[config.mk]
export PLATFORM = sky130hd
export DESIGN_NAME = font_rom_arbiter_flat
export DESIGN_NICKNAME = d
export VERILOG_FILES = /design/src/rtl/font_rom_arbiter_if.sv /design/src/rtl/font_rom_arbiter.sv /design/src/flat_wrapper.sv
export SDC_FILE = /design/constraint.sdc
export NUM_CORES = 1
export LEC_CHECK = 0
export ABC_AREA = 0
export CAP_MARGIN = 5
export CORE_AREA = 10 10 70 55
export CTS_CLUSTER_DIAMETER = 80
export DETAILED_ROUTE_END_ITERATION = 8
export DIE_AREA = 0 0 80 65
export GPL_TIMING_DRIVEN = 0
export PLACE_DENSITY = 0.84
export SKIP_CTS_REPAIR_TIMING = 1
export SLEW_MARGIN = 0
export SYNTH_ARGS = -nofsm -noshare
export SYNTH_HDL_FRONTEND = slang
export SYNTH_SLANG_ARGS = --single-unit
[constraint.sdc]
create_clock -name clk -period 2.27 [get_ports clk]
set_input_delay 0.227 -clock clk [delete_from_list [all_inputs] [get_ports clk]]
set_output_delay 0.227 -clock clk [all_outputs]
set_load 0.01 [all_outputs]
[src/rtl/font_rom_arbiter_if.sv]
`default_nettype none
// ============================================================================
//  Module      : font_rom_arbiter_if
//  Description : Bundle of request, grant, font-ROM and response signals
//                shared by the font ROM arbiter and its surroundings.
//  Revision    : 1.0 - initial release
// ============================================================================
interface font_rom_arbiter_if #(
  parameter int NUM_REQ    = 3,
  parameter int ADDR_WIDTH = 6,
  parameter int DATA_WIDTH = 3
);
  logic [NUM_REQ-1:0]            req;
  logic [NUM_REQ-1:0]            req_lock;
  logic [NUM_REQ*ADDR_WIDTH-1:0] req_addr;
  logic [NUM_REQ-1:0]            gnt;
  logic [ADDR_WIDTH-1:0]         rom_addr;
  logic [DATA_WIDTH-1:0]         rom_dout;
  logic [NUM_REQ-1:0]            rsp_valid;
  logic [DATA_WIDTH-1:0]         rsp_data;
  logic                          busy;

  // Environment side: digit renderers plus the font ROM itself.
  modport master (
    output req, req_lock, req_addr, rom_dout,
    input  gnt, rom_addr, rsp_valid, rsp_data, busy
  );

  // Arbiter side.
  modport slave (
    input  req, req_lock, req_addr, rom_dout,
    output gnt, rom_addr, rsp_valid, rsp_data, busy
  );
endinterface
`default_nettype wire

[src/rtl/font_rom_arbiter.sv]
`default_nettype none
// ============================================================================
//  Module      : font_rom_arbiter
//  Description : Round-robin arbiter sharing one synchronous font ROM between
//                the hours/minutes/seconds digit renderers, with lockable
//                bursts for a full glyph row.
//  Revision    : 1.0 - initial release
// ============================================================================
module font_rom_arbiter #(
  parameter int NUM_REQ    = 3,
  parameter int ADDR_WIDTH = 6,
  parameter int DATA_WIDTH = 3
) (
  input  logic              clk,
  input  logic              rst,
  font_rom_arbiter_if.slave bus
);

  localparam int IDX_W = (NUM_REQ > 1) ? $clog2(NUM_REQ) : 1;
  typedef logic [IDX_W-1:0] idx_t;

  typedef enum logic [1:0] {
    S_IDLE  = 2'd0,
    S_GRANT = 2'd1,
    S_LOCK  = 2'd2
  } state_t;

  state_t                state_q, state_d;
  idx_t                  ptr_q, ptr_d;
  logic [NUM_REQ-1:0]    gnt_q, gnt_d;
  logic [ADDR_WIDTH-1:0] addr_q, addr_d;
  logic [NUM_REQ-1:0]    rsp_valid_q;
  logic [DATA_WIDTH-1:0] rsp_data_w;

  logic                  pick_found;
  idx_t                  pick_idx;
  idx_t                  pick_cand;
  idx_t                  owner_idx;
  logic                  owner_hold;
  logic                  grant_new;

  // Modulo-NUM_REQ increment of a requester index.
  function automatic idx_t wrap_inc(input idx_t v);
    if (v == idx_t'(NUM_REQ - 1)) return '0;
    return v + idx_t'(1);
  endfunction

  // Extract one requester's address from the flattened address bus.
  function automatic logic [ADDR_WIDTH-1:0] addr_of(
    input logic [NUM_REQ*ADDR_WIDTH-1:0] flat,
    input idx_t                          idx
  );
    return flat[idx*ADDR_WIDTH +: ADDR_WIDTH];
  endfunction

  // Round-robin search: first requester at or after ptr, wrapping around.
  always_comb begin
    pick_found = 1'b0;
    pick_idx   = ptr_q;
    pick_cand  = ptr_q;
    for (int off = 0; off < NUM_REQ; off++) begin
      if (!pick_found && bus.req[pick_cand]) begin
        pick_found = 1'b1;
        pick_idx   = pick_cand;
      end
      pick_cand = wrap_inc(pick_cand);
    end
  end

  // Decode the current owner index from the one-hot grant.
  always_comb begin
    owner_idx = '0;
    for (int i = 0; i < NUM_REQ; i++) begin
      if (gnt_q[i]) owner_idx = idx_t'(i);
    end
  end

  // Next-state logic: keep a locked owner, otherwise arbitrate afresh.
  always_comb begin
    state_d    = state_q;
    ptr_d      = ptr_q;
    gnt_d      = '0;
    addr_d     = addr_q;
    grant_new  = 1'b0;
    owner_hold = gnt_q[owner_idx] & bus.req[owner_idx] & bus.req_lock[owner_idx];

    case (state_q)
      S_IDLE: begin
        if (pick_found) grant_new = 1'b1;
      end
      S_GRANT, S_LOCK: begin
        if (owner_hold) begin
          // Burst continues: one ROM read per cycle, pointer frozen.
          state_d = S_LOCK;
          gnt_d   = gnt_q;
          addr_d  = addr_of(bus.req_addr, owner_idx);
        end else if (pick_found) begin
          grant_new = 1'b1;
        end else begin
          state_d = S_IDLE;
        end
      end
      default: state_d = S_IDLE;
    endcase

    if (grant_new) begin
      state_d         = S_GRANT;
      gnt_d[pick_idx] = 1'b1;
      addr_d          = addr_of(bus.req_addr, pick_idx);
      ptr_d           = wrap_inc(pick_idx);
    end
  end

  // State, pointer, grant/address registers and the response strobe pipe.
  always_ff @(posedge clk or posedge rst) begin
    if (rst) begin
      state_q     <= S_IDLE;
      ptr_q       <= '0;
      gnt_q       <= '0;
      addr_q      <= '0;
      rsp_valid_q <= '0;
    end else begin
      state_q     <= state_d;
      ptr_q       <= ptr_d;
      gnt_q       <= gnt_d;
      addr_q      <= addr_d;
      rsp_valid_q <= gnt_q;
    end
  end

  // ROM data arrives one cycle after the address, aligned with rsp_valid.
  assign rsp_data_w    = bus.rom_dout;

  assign bus.gnt       = gnt_q;
  assign bus.rom_addr  = addr_q;
  assign bus.rsp_valid = rsp_valid_q;
  assign bus.rsp_data  = rsp_data_w;
  assign bus.busy      = |gnt_q;

endmodule
`default_nettype wire

[src/flat_wrapper.sv]
// flat-port wrapper written by rule: the top's interface ports become plain ports
module font_rom_arbiter_flat 
#(
  parameter int NUM_REQ    = 3,
  parameter int ADDR_WIDTH = 6,
  parameter int DATA_WIDTH = 3
)
  (clk, rst, bus_req, bus_req_lock, bus_req_addr, bus_rom_dout, bus_gnt, bus_rom_addr, bus_rsp_valid, bus_rsp_data, bus_busy);
  font_rom_arbiter_if #(.NUM_REQ(NUM_REQ), .ADDR_WIDTH(ADDR_WIDTH), .DATA_WIDTH(DATA_WIDTH)) bus_i ();
  input  logic clk;
  input  logic rst;
  input wire logic [$bits(bus_i.req)-1:0] bus_req;
  input wire logic [$bits(bus_i.req_lock)-1:0] bus_req_lock;
  input wire logic [$bits(bus_i.req_addr)-1:0] bus_req_addr;
  input wire logic [$bits(bus_i.rom_dout)-1:0] bus_rom_dout;
  output wire logic [$bits(bus_i.gnt)-1:0] bus_gnt;
  output wire logic [$bits(bus_i.rom_addr)-1:0] bus_rom_addr;
  output wire logic [$bits(bus_i.rsp_valid)-1:0] bus_rsp_valid;
  output wire logic [$bits(bus_i.rsp_data)-1:0] bus_rsp_data;
  output wire logic [$bits(bus_i.busy)-1:0] bus_busy;
  assign bus_i.req = bus_req;
  assign bus_i.req_lock = bus_req_lock;
  assign bus_i.req_addr = bus_req_addr;
  assign bus_i.rom_dout = bus_rom_dout;
  assign bus_gnt = bus_i.gnt;
  assign bus_rom_addr = bus_i.rom_addr;
  assign bus_rsp_valid = bus_i.rsp_valid;
  assign bus_rsp_data = bus_i.rsp_data;
  assign bus_busy = bus_i.busy;
  font_rom_arbiter #(.NUM_REQ(NUM_REQ), .ADDR_WIDTH(ADDR_WIDTH), .DATA_WIDTH(DATA_WIDTH)) u_core (.clk(clk), .rst(rst), .bus(bus_i));
endmodule
==> summary.txt <==
Status
  – Status: complete, no violations

Routing
  – Avg WL per Cell: 16.6 um
  – DRT iter0 DRCs: 64
  – Post-route ant nets: 0
  – DRT Wirelength: 3000 um
  – Top Metal Used: met4
  – Routed wl met2: 1460 um
  – Wl on met1: 1230 um
  – Vias per cell: 5.20
  – Via count: 942
  – Met3 WL post-DR: 285 um
  – Residual DRC: 0
  – Drt first pass iters: 4

Worst setup path
  – CP Launch Type: primary input
  – Critical Path Fanout Max: 6
  – WP data arrival: 2.29 ns
  – Worst EP required: 2.48 ns
  – CP Capture Type: flip-flop
  – Slowest stage delay, CP: 0.53 ns
  – Setup crit start: bus_req[0]
  – Worst path slowest cell: o221ai_1
  – RR Startpoint: u_core.bus.gnt[2]$_DFF_PP0_
  – Kind of critical path: in -> reg
  – Critical path cell sequence: clkdlybuf4s50_1 > or2_1 > a21boi_0 > o21ai_0 > o221ai_1 > a22oi_1 > o21ai_1

Floorplan
  – Num ports: 45
  – Rows: 16
  – Initial Utilization: 38.3%
  – Core Region: 2600 sq um
  – Total die area: 5200 sq um
  – Die X-Extent: 80 um
  – Height of the chip: 65 um

Power and ir drop
  – PwrDens: 1510 nW/um^2
  – Internal: 1230 uW
  – Maximum VDD drop: 0.000849 V
  – Sw Share: 45.2%
  – Sequential power share: 23.4%
  – P_leak: 0.000629 uW
  – Clock network power share: 8.5%
  – Comb pwr share: 68.1%
  – NetSw: 1020 uW

Timing
  – Fin Clk Skew: 0.00659 ns
  – Worst slew pin tran: 0.668 ns
  – Final Hold Viols: 0
  – Worst hold margin: 0.292 ns
  – Slew Limit Headroom: 55.5%
  – RSZ-0062 raised after global routing: false
  – Final Cycle Share: 91.4%
  – Max frequency: 0.482 GHz
  – Shortest period the worst path allows: 2.08 ns
  – Setup violators final: 0
  – Fin. max-slew vios: 0

CTS
  – Clock Sinks: 16
  – H-tree depth: 1
  – Num CTS Buffers: 3
  – CTS root buf: clkbuf_4
  – Clock latency on the worst-skew pair: 0.30 ns
  – CTS tree: done
  – Clock buffer depth: 2
  – Clk pin slew, worst setup/hold paths: 0.10 ns

Finish
  – Syn-to-layout area delta: 50.0%
  – Antenna cells: 0
  – Fin cells: 181
  – Fill count: 247
  – Final #Nets: 177
  – Layout cells sized above 1: 13.8%

Yosys
  – Synth unique cells: 37
  – Mapped Area: 996 sq um
  – Most numerous cell in the Yosys netlist: dfrtp_1
  – Most used DFF post-synth: dfrtp_1
  – Syn. warnings: 0
  – Syn Nets: 131
  – Fraction of registers with async set/reset: 100%
  – Synth top area share: 40.2%
  – Post-synth top area cell: dfrtp_1
  – #FFs+latches synth: 16
  – Sequential share of the synthesized area: 40.2%
  – Cell count after synthesis: 100
  – Commonest cells post-synth: 16 x dfrtp_1, 8 x nand2_1, 7 x o21ai_1
  – Post-synth EDFFs: 0
  – Top post-synthesis cells by area: dfrtp_1 40%, mux2i_1 6.0%, a22oi_1 4.5%
  – Mean post-synth cell area: 9.96 sq um

GRT
  – Antenna violations before repair: 0
  – Vias in the first global route: 1016
  – Global Route Usage Sum: 11.5%
  – First-pass GRT wire length: 4860 um
  – Largest net degree at the start of global routing: 17
  – Total gr overflow: 0

Job
  – Maxcap violations: 0

Placement
  – Post-Place Cells: 177
  – I/O Buffers: 41
  – Routability congestion estimate: 0.888
  – HPWL after DPL: 2460 um

Worst hold path
  – HP Class: in -> async
==> logic make-up (layout without fill, tap and decap cells) <==
kind of cell / Yosys count / count (layout) / synth area share [%]
multiplexers: 6 / 6 / 6.03
adder cells (fa/ha/maj): 2 / 2 / 2.51
AND/OR/NAND/NOR: 27 / 27 / 13.2
flip-flops: 16 / 16 / 40.2
buffers and inverters: 11 / 56 / 6.15
AO/OA/AOI/OAI: 38 / 38 / 31.9
==> state kept, by name (all words and copies together) (netlist names) <==
register	cells
u_core.bus.rom_addr	6
u_core.bus.gnt	3
u_core.bus.rsp_valid	3
u_core.ptr_q	2
u_core.state_q	2
==> cell type report <==
class	instances	area, sq um	area share (%)
Multi-Input combinational cell	73	541	36.2
Buffer	5	38.8	2.60
Tap cell	36	45.0	3.02
Clock buffer	4	36.3	2.43
Inverter	6	22.5	1.51
Timing Repair Buffer	41	410	27.5
Sequential cell	16	400	26.8
==> worst max-delay path, delay by kind of cell <==
| family | cells | cell delay (ns) |
|---|---|---|
| buffers and inverters | 1 | 0.51 |
| AO/OA/AOI/OAI | 5 | 1.21 |
| AND/OR/NAND/NOR | 1 | 0.34 |
==> worst paths after layout <==
path                                                           end  slack [ns]  cells after the start
min in group clk                 u_core.bus.rsp_valid[2]$_DFF_PP0_        0.43                      0
worst max register to register  u_core.bus.rom_addr[2]$_DFFE_PP0P_        0.20                      7
worst min-delay path            u_core.bus.rom_addr[2]$_DFFE_PP0P_        0.29                      2
worst min register to register   u_core.bus.rsp_valid[2]$_DFF_PP0_        0.43                      0
max in group asynchronous       u_core.bus.rom_addr[0]$_DFFE_PP0P_        1.59                      2
worst max-delay path            u_core.bus.rom_addr[0]$_DFFE_PP0P_        0.19                      7
==> layer usage <==
metal / track usage [%] / vias to the layer above
li1: - / 465
met3: 4.13 / 4
met5: 0 / -
met1: 13.8 / 432
met4: 3.29 / 0
met2: 18.9 / 41
==> cells in the final DEF (no fill, tap or decap), types with 3 or more instances in the layout <==
master	instances
buf_4	3
clkbuf_4	3
dfrtp_1	16
nand2b_1	5
mux2i_1	6
o21ai_0	3
nand2_1	8
a22oi_1	6
nor2_1	6
clkdlybuf4s50_1	41
o21ai_1	7
a32o_1	3
inv_1	6
==> power by group through the flow <==
stage	Sequential [uW]	Clock [uW]	Combinational [uW]
after detailed placement	536	0	1510
after floorplan	559	0	969
after global placement	520	0	1450
after CTS	528	197	1510
after global routing	551	209	1680
final	526	192	1530
==> metrics by stage <==
step                total power [uW]  TNS (ns)  util, %  worst slack, ns  cell area, sq um
finish                          2250         0     57.4            0.195              1490
global route                    2440         0     57.4          0.00495              1490
CTS                             2240         0     57.2            0.145              1490
detailed placement              2040    -0.801     55.8           -0.165              1450
global placement                1970    -0.445     55.8          -0.0831              1450
floorplan                       1530         0        -            0.403               996
Note: power is estimated with default switching activity, not from simulation.
